===== config.mk =====
export PLATFORM = sky130hd
export DESIGN_NAME = mem_loader
export DESIGN_NICKNAME = d
export VERILOG_FILES = /design/src/rtl/mem_loader.sv
export SDC_FILE = /design/constraint.sdc
export NUM_CORES = 1
export LEC_CHECK = 0
export ABC_AREA = 0
export BUFFER_PORTS_ARGS = -buffer_cell sky130_fd_sc_hd__buf_2
export CAP_MARGIN = 20
export CORE_ASPECT_RATIO = 2
export CORE_MARGIN = 1.5
export CORE_UTILIZATION = 57
export CTS_CLUSTER_SIZE = 14
export DETAILED_ROUTE_END_ITERATION = 8
export HOLD_SLACK_MARGIN = 0.02
export PLACE_DENSITY = 0.85
export SETUP_SLACK_MARGIN = 0.15
export SYNTH_ARGS = -nofsm -noshare
export SYNTH_HDL_FRONTEND = slang
export SYNTH_SLANG_ARGS = --single-unit

===== constraint.sdc =====
create_clock -name clk -period 4.1 [get_ports clk]
set_input_delay 0.82 -clock clk [delete_from_list [all_inputs] [get_ports clk]]
set_output_delay 0.82 -clock clk [all_outputs]
set_load 0.01 [all_outputs]

===== src/rtl/mem_loader.sv =====
// UART (8N1) program loader in front of the 256x8 memory: received bytes go to addresses 0.. while loading.
// Optional trailing checksum byte when MEM_LOADER_CHECKSUM_EN is defined.
module mem_loader #(
  parameter int CLKS_PER_BIT = 434,
  parameter int LOAD_LEN     = 256
) (
  input  logic       clk,
  input  logic       rst,
  input  logic       rxd_i,
  input  logic       start_i,
  input  logic [7:0] cpu_addr_i,
  input  logic [7:0] cpu_din_i,
  input  logic       cpu_we_i,
  output logic [7:0] mem_addr_o,
  output logic [7:0] mem_din_o,
  output logic       mem_we_o,
  output logic       busy_o,
  output logic       done_o,
  output logic       frame_err_o,
  output logic       csum_err_o,
  output logic [8:0] byte_cnt_o,
  output logic [1:0] rx_state_o,
  output logic [1:0] ld_state_o
);

  localparam int            CW       = $clog2(CLKS_PER_BIT);
  localparam logic [CW-1:0] BIT_END  = CW'(CLKS_PER_BIT - 1);
  localparam logic [CW-1:0] HALF_END = CW'(CLKS_PER_BIT / 2 - 1);
  localparam logic [8:0]    LEN      = 9'(LOAD_LEN);

  typedef enum logic [1:0] {R_IDLE, R_START, R_DATA, R_STOP} rx_state_t;
`ifdef MEM_LOADER_CHECKSUM_EN
  typedef enum logic [1:0] {L_IDLE, L_LOAD, L_DONE, L_CSUM} ld_state_t;
`else
  typedef enum logic [1:0] {L_IDLE, L_LOAD, L_DONE} ld_state_t;
`endif

  logic          rxd_s1_q, rxd_s2_q, rxd_s3_q;
  rx_state_t     rx_state_q, rx_state_d;
  logic [CW-1:0] cnt_q, cnt_d;
  logic [2:0]    bit_idx_q, bit_idx_d;
  logic [7:0]    shift_q, shift_d;
  logic          byte_valid_q, byte_valid_d;
  logic          rx_ferr;

  ld_state_t     ld_state_q, ld_state_d;
  logic [8:0]    byte_cnt_q, byte_cnt_d;
  logic          frame_err_q, frame_err_d;
  logic          ld_we;
`ifdef MEM_LOADER_CHECKSUM_EN
  logic [7:0]    sum_q, sum_d;
  logic          csum_err_q, csum_err_d;
`endif

  always_ff @(posedge clk) begin
    if (!rst) begin
      rxd_s1_q     <= 1'b1;
      rxd_s2_q     <= 1'b1;
      rxd_s3_q     <= 1'b1;
      rx_state_q   <= R_IDLE;
      cnt_q        <= '0;
      bit_idx_q    <= '0;
      shift_q      <= '0;
      byte_valid_q <= 1'b0;
      ld_state_q   <= L_IDLE;
      byte_cnt_q   <= '0;
      frame_err_q  <= 1'b0;
`ifdef MEM_LOADER_CHECKSUM_EN
      sum_q        <= '0;
      csum_err_q   <= 1'b0;
`endif
    end else begin
      rxd_s1_q     <= rxd_i;
      rxd_s2_q     <= rxd_s1_q;
      rxd_s3_q     <= rxd_s2_q;
      rx_state_q   <= rx_state_d;
      cnt_q        <= cnt_d;
      bit_idx_q    <= bit_idx_d;
      shift_q      <= shift_d;
      byte_valid_q <= byte_valid_d;
      ld_state_q   <= ld_state_d;
      byte_cnt_q   <= byte_cnt_d;
      frame_err_q  <= frame_err_d;
`ifdef MEM_LOADER_CHECKSUM_EN
      sum_q        <= sum_d;
      csum_err_q   <= csum_err_d;
`endif
    end
  end

  // Receiver: start bit re-checked at mid-bit, then every bit sampled one bit period apart.
  always_comb begin
    rx_state_d   = rx_state_q;
    cnt_d        = cnt_q;
    bit_idx_d    = bit_idx_q;
    shift_d      = shift_q;
    byte_valid_d = 1'b0;
    rx_ferr      = 1'b0;
    case (rx_state_q)
      R_IDLE: begin
        if (rxd_s3_q && !rxd_s2_q) begin
          rx_state_d = R_START;
          cnt_d      = '0;
        end
      end
      R_START: begin
        if (cnt_q == HALF_END) begin
          cnt_d      = '0;
          bit_idx_d  = '0;
          rx_state_d = rxd_s2_q ? R_IDLE : R_DATA;
        end else begin
          cnt_d = cnt_q + CW'(1);
        end
      end
      R_DATA: begin
        if (cnt_q == BIT_END) begin
          cnt_d     = '0;
          shift_d   = {rxd_s2_q, shift_q[7:1]};
          bit_idx_d = bit_idx_q + 3'd1;
          if (bit_idx_q == 3'd7) rx_state_d = R_STOP;
        end else begin
          cnt_d = cnt_q + CW'(1);
        end
      end
      R_STOP: begin
        if (cnt_q == BIT_END) begin
          cnt_d        = '0;
          byte_valid_d = rxd_s2_q;
          rx_ferr      = !rxd_s2_q;
          rx_state_d   = R_IDLE;
        end else begin
          cnt_d = cnt_q + CW'(1);
        end
      end
      default: rx_state_d = R_IDLE;
    endcase
  end

  // Loader: a validated byte is presented to memory for the one cycle byte_valid_q is high.
  always_comb begin
    ld_state_d  = ld_state_q;
    byte_cnt_d  = byte_cnt_q;
    frame_err_d = frame_err_q | rx_ferr;
    ld_we       = 1'b0;
`ifdef MEM_LOADER_CHECKSUM_EN
    sum_d       = sum_q;
    csum_err_d  = csum_err_q;
`endif
    case (ld_state_q)
      L_IDLE, L_DONE: begin
        if (start_i) begin
          ld_state_d  = L_LOAD;
          byte_cnt_d  = '0;
          frame_err_d = rx_ferr;
`ifdef MEM_LOADER_CHECKSUM_EN
          sum_d       = '0;
          csum_err_d  = 1'b0;
`endif
        end
      end
      L_LOAD: begin
        if (byte_valid_q) begin
          ld_we      = 1'b1;
          byte_cnt_d = byte_cnt_q + 9'd1;
`ifdef MEM_LOADER_CHECKSUM_EN
          sum_d      = sum_q + shift_q;
          if (byte_cnt_d == LEN) ld_state_d = L_CSUM;
`else
          if (byte_cnt_d == LEN) ld_state_d = L_DONE;
`endif
        end
      end
`ifdef MEM_LOADER_CHECKSUM_EN
      L_CSUM: begin
        if (byte_valid_q) begin
          csum_err_d = (sum_q + shift_q) != 8'd0;
          ld_state_d = L_DONE;
        end
      end
`endif
      default: ld_state_d = L_IDLE;
    endcase
  end

  always_comb begin
`ifdef MEM_LOADER_CHECKSUM_EN
    busy_o     = (ld_state_q == L_LOAD) || (ld_state_q == L_CSUM);
    csum_err_o = csum_err_q;
`else
    busy_o     = (ld_state_q == L_LOAD);
    csum_err_o = 1'b0;
`endif
    mem_addr_o = busy_o ? byte_cnt_q[7:0] : cpu_addr_i;
    mem_din_o  = busy_o ? shift_q : cpu_din_i;
    mem_we_o   = busy_o ? ld_we : cpu_we_i;
  end

  assign done_o      = (ld_state_q == L_DONE);
  assign frame_err_o = frame_err_q;
  assign byte_cnt_o  = byte_cnt_q;
  assign rx_state_o  = rx_state_q;
  assign ld_state_o  = ld_state_q;

endmodule


* Yosys cells after proc, flatten, opt, wreduce, memory -nomap -nowiden
Index checks and enable logic that the tools add are counted.
** Word-level totals
- Input bits :: 21
- Logic and storage cells :: 75
- Register bits :: 38
** Operators by class
- Eq/ne operators :: 17
- Muxes and demuxes :: 29
- Bitwise gates (word level) :: 1
- Reduce and logical (&&, ||, !) cells :: 14
- Add/subtract/negate cells :: 3
** Operators by type and width (count)
- two-way mux 9 bit :: 5
- one-hot mux 9 bit (3 select lines) :: 1
- adder 9 x 1 -> 9 bit, second input constant :: 2
- == test 9 bit, second input constant :: 2
- two-way mux 2 bit :: 9
- one-hot mux 9 bit (2 select lines) :: 1
- two-way mux 8 bit :: 2
- != test 2 bit, second input constant :: 6
- AND reduction 3 bit :: 4
- == test 9 x 8 -> 1 bit, second input constant :: 1
- one-hot mux 2 bit (4 select lines) :: 1
- == test 2 bit, second input constant :: 3
- two-way mux 1 bit :: 6
- two-way mux 3 bit :: 2
- one-hot mux 3 bit (2 select lines) :: 1
- AND reduction 5 bit :: 1
- == test 2 x 1 -> 1 bit, second input constant :: 2
- logical NOT 2 bit :: 2
- != test 2 x 1 -> 1 bit, second input constant :: 2
- one-hot mux 2 bit (2 select lines) :: 1
- nonzero test 2 bit :: 2
- OR reduction 2 bit :: 2
- adder 3 x 1 -> 3 bit, second input constant :: 1
- == test 3 bit, second input constant :: 1
- other kinds (4) :: 4

* Depth between registers and ports, before layout
- Word-level depth :: 6
- Gate-level depth with buffers :: 7
- Depth with buffers taken out :: 6

* Worst setup path before layout
No wires, ideal clock.
- Kind :: reg2out
- Start :: register ld_state_q[0] (netlist: ld_state_o[0])
- End :: output mem_addr_o[5]
- Setup slack :: 2.101 ns
- Data arrival time :: 1.179 ns
- Cell stages (with the launch flop) :: 6
- Data required time :: 3.280 ns
- Buffers on the path :: 1
- Cell sequence :: dfxtp_1 nand2b_1 clkinv_1 clkbuf_1 nand2_1 nand2_1
** On the way
- Longest elaborated chain between the ends :: 2
** RTL lines
- from (decl) :: line 46 : ld_state_t ld_state_q, ld_state_d;
- from (signal assigned) :: line 81 : ld_state_q <= ld_state_d;
- == test 2 x 1 -> 1 bit :: line 190 : busy_o = (ld_state_q == L_LOAD);
- via busy_o :: line 17 : output logic busy_o,
- two-way mux 8 bit :: line 193 : mem_addr_o = busy_o ? byte_cnt_q[7:0] : cpu_addr_i;
- to (decl) :: line 14 : output logic [7:0] mem_addr_o,
The timed path passes the listed nets, and every way through them passes these cells.

* Worst setup path in the final report
- Start :: register ld_state_q[1] (netlist: ld_state_o[1])
- End :: output mem_addr_o[7]
** On the way
- Longest elaborated chain between the ends :: 2
** RTL lines (line)
- == test 2 x 1 -> 1 bit :: 190
- two-way mux 8 bit :: 193
No other way between the ends.

==> metrics.yaml <==
sta:
  fin_crit_ns: 2.73
  hold_viol: 0
  fmax_mhz: 367
  min_period_over_period_pct: 66.5
  clock_skew_ns: 0.00523
  tightest_slew_ns: 1.04
  slew_violations: 0
  slew-limit-headroom_pct: 30.9
  rsz0062_at_grt: "no"
  setup_viol: 0
  finalSetupTns_ns: 0
  hold_ws_ns: 0.427
floorplan:
  dieArea_mm2: 0.00423
  die_h_um: 90.5
  fp-row-count: 31
  initial_utilization_pct: 59.8
  io_pins: 55
  fp.coreArea_mm2: 0.00365
  die_w_um: 46.8
clock_tree:
  htree_levels: 2
  cts_num_sinks: 38
  cts_tree: "done"
  cts_root_buf: "clkbuf_8"
  clk_latency_ns: 0.30
  hold_buffers: 0
  postCtsSetupBuffers: 0
  clkSlewWorstSetupHoldPaths_ns: 0.08
  cts_resized: 0
  cts_buffers: 5
  clockBufferDepth: 2
logic_synthesis:
  ys_warn_count: 0
  yosys_register_bits: 38
  synth_fa_ha_area_share_pct: 4.01
  syn_nets: 318
  synth_top_family_by_area: "simple AND/OR/NAND/NOR gates"
  synth_flop_cell: "dfxtp_1"
  avgSynthCellArea_um2: 7.52
  synth_compound_area_share_pct: 17.3
  synth-simple-area-share_pct: 33.7
  synth_edf_count: 0
  synth_area_mm2: 0.00218
  syn_inst: 290
  synthXorXnorAreaFrac_pct: 0.401
  synthArstFlopShare_pct: 0
  synth.distinct_cells: 51
  seq_area_frac_synth_pct: 34.9
  synth_mux_area_share_pct: 3.67
global_routing:
  grt_max_degree: 34
  grt_overflow: 0
  grt_antenna_before_repair: 0
  grt_pass1_wl_mm: 8.85
  grt_pass1_vias: 2059
  track_usage_pct: 28.2
worst_setup_path:
  cp-startpoint: "ld_state_o[1]$_SDFFE_PN0P_"
  cp-start-kind: "register"
  critPathArrivalTime_ns: 1.91
  reg2reg_setup_slack_ns: 1.95
  r2r-start: "cnt_q[1]$_SDFFE_PN0P_"
  end_kind: "output pin"
  required_ns: 3.28
  ff2ff_path_depth: 6
  reg2reg_to: "cnt_q[1]$_SDFFE_PN0P_"
  path_max_fanout: 20
  cp-endpoint: "mem_addr_o[7]"
  crit_type: "register to output pin"
power:
  ir_drop_v: 0.000313
  p_leak_nw: 1.12
  switching_power_w: 0.000227
  power_frac_clock_pct: 43.6
  p_int_w: 0.000659
  p_sw_share_pct: 25.6
  pwr-share-comb_pct: 12.6
  pwr_density_cell_mw_per_mm2: 345
  seqPwrFrac_pct: 43.8
routing:
  wl_mm: 5.64
  dr.pass1.iters: 4
  drt-initial-drc-count: 83
  ant_nets: 0
  drc: 0
  via_count: 2258
  routedWlPerCell_um: 14.7
  via_per_inst: 5.90
cells_and_area:
  final_cell_mix: "nand2_1, buf_2, dfxtp_1"
  seqCellArea_um2: 761
  layout_commonest_cell: "nand2_1"
  area_growth_pct: 17.5
  nNetsFinal: 361
  multi_input_area_mm2: 0.00129
  fillers: 305
  drive_above_1_share_pct: 20.7
  instances_no_fill: 383
  diodes: 0
placement:
  dp.cells: 375
  port_buffers: 53
  gp_congestion: 0.918
  dp_hpwl_mm: 4.02
hold_path:
  hp-class: "register to register"
run_status:
  status: "finished, final reports clean"
run:
  maxCapViolCount: 0
## layer usage
layer	track usage, %	wire, um	share of wire (%)	up-vias
met5	0	0	0	-
met3	4.80	261	4.6	23
met4	17.6	225	4.0	0
met2	49.8	3090	55	86
met1	27.5	2060	37	1044
li1	-	-	-	1105
## per-stage QoR
step | cell area (um2) | worst slack, ns | total power, W | utilization (%)
floorplan | 2180 | 2.10 | 0.000460 | -
global placement | 2430 | 1.82 | 0.000502 | 66.6
detailed placement | 2430 | 1.74 | 0.000505 | 66.6
CTS | 2560 | 1.40 | 0.000890 | 70.4
global route | 2560 | 1.20 | 0.000923 | 70.4
finish | 2560 | 1.37 | 0.000886 | 70.4
## power by group through the flow
stage / logic, W / clock network [W] / registers [W]
2_1_floorplan: 0.0000696 / 0 / 0.000391
3_3_place_gp: 0.000108 / 0 / 0.000395
3_5_place_dp: 0.000109 / 0 / 0.000395
4_1_cts: 0.000111 / 0.000392 / 0.000387
5_1_grt: 0.000124 / 0.000411 / 0.000388
6_report: 0.000112 / 0.000386 / 0.000388
## layout make-up
| type | count | share of cell area (%) |
|---|---|---|
| Multi-Input combinational cell | 224 | 50.3 |
| Sequential cell | 38 | 29.7 |
| Timing Repair Buffer | 55 | 10.9 |
| Clock buffer | 5 | 2.68 |
| Clock inverter | 3 | 2.68 |
| Tap cell | 49 | 2.39 |
| Inverter | 9 | 1.32 |
## synth_stat cells, drive strengths merged (4+ instances only)
cell | instances | area, um2
nand2 | 68 | 255
dfxtp | 38 | 761
a21oi | 22 | 110
nor2 | 19 | 71.3
nand3 | 12 | 65.1
buf | 11 | 65.1
o21ai | 11 | 55.1
nor3 | 10 | 50.1
clkbuf | 8 | 31.3
inv | 8 | 30.0
mux2i | 8 | 80.1
ha | 7 | 87.6
o21a | 7 | 52.6
o22ai | 7 | 43.8
or4 | 6 | 48.8
nand4 | 5 | 52.6
nor2b | 5 | 31.3
nand2b | 4 | 25.0
## state kept, by name (all words and copies together) (netlist names), named ones only
signal	count
bit_idx_q	3
byte_cnt_o	9
byte_valid_q	1
cnt_q	9
frame_err_o	1
ld_state_o	2
rx_state_o	1
rxd_s1_q	1
rxd_s2_q	1
rxd_s3_q	1
shift_q	8
## how the worst min path moves through the flow
| stage | from | end | slack [ns] | cells past startpoint |
|---|---|---|---|---|
| final | rxd_s1_q$_SDFF_PN1_ | rxd_s2_q$_SDFF_PN1_ | 0.43 | 1 |
| after global routing | rxd_s1_q$_SDFF_PN1_ | rxd_s2_q$_SDFF_PN1_ | 0.45 | 1 |
| after CTS | rxd_s1_q$_SDFF_PN1_ | rxd_s2_q$_SDFF_PN1_ | 0.43 | 1 |
| after detailed placement | rxd_s1_q$_SDFF_PN1_ | rxd_s2_q$_SDFF_PN1_ | 0.41 | 1 |
| after global placement | rxd_s1_q$_SDFF_PN1_ | rxd_s2_q$_SDFF_PN1_ | 0.39 | 1 |
| after floorplan | rxd_s1_q$_SDFF_PN1_ | rxd_s2_q$_SDFF_PN1_ | 0.39 | 1 |
## cells by family (layout without fill, tap and decap cells)
group	count (synthesis)	count (layout)
adders and majority gates	7	7
and+or+nand+nor	146	146
AOI/OAI and AO/OA	61	61
DFF	38	38
muxes	8	8
xor gates and xnor gates	1	1
buffers and inverters	28	72
other	1	1
## critical path, cell delays in order (launching register included)
cell and delay, ns:
dfxtp_1 0.37, nand2b_1 0.12, buf_4 0.24, clkinv_1 0.44
nand2_1 0.20, nand2_1 0.08, buf_2 0.14
Note: power is estimated with default switching activity, not from simulation.
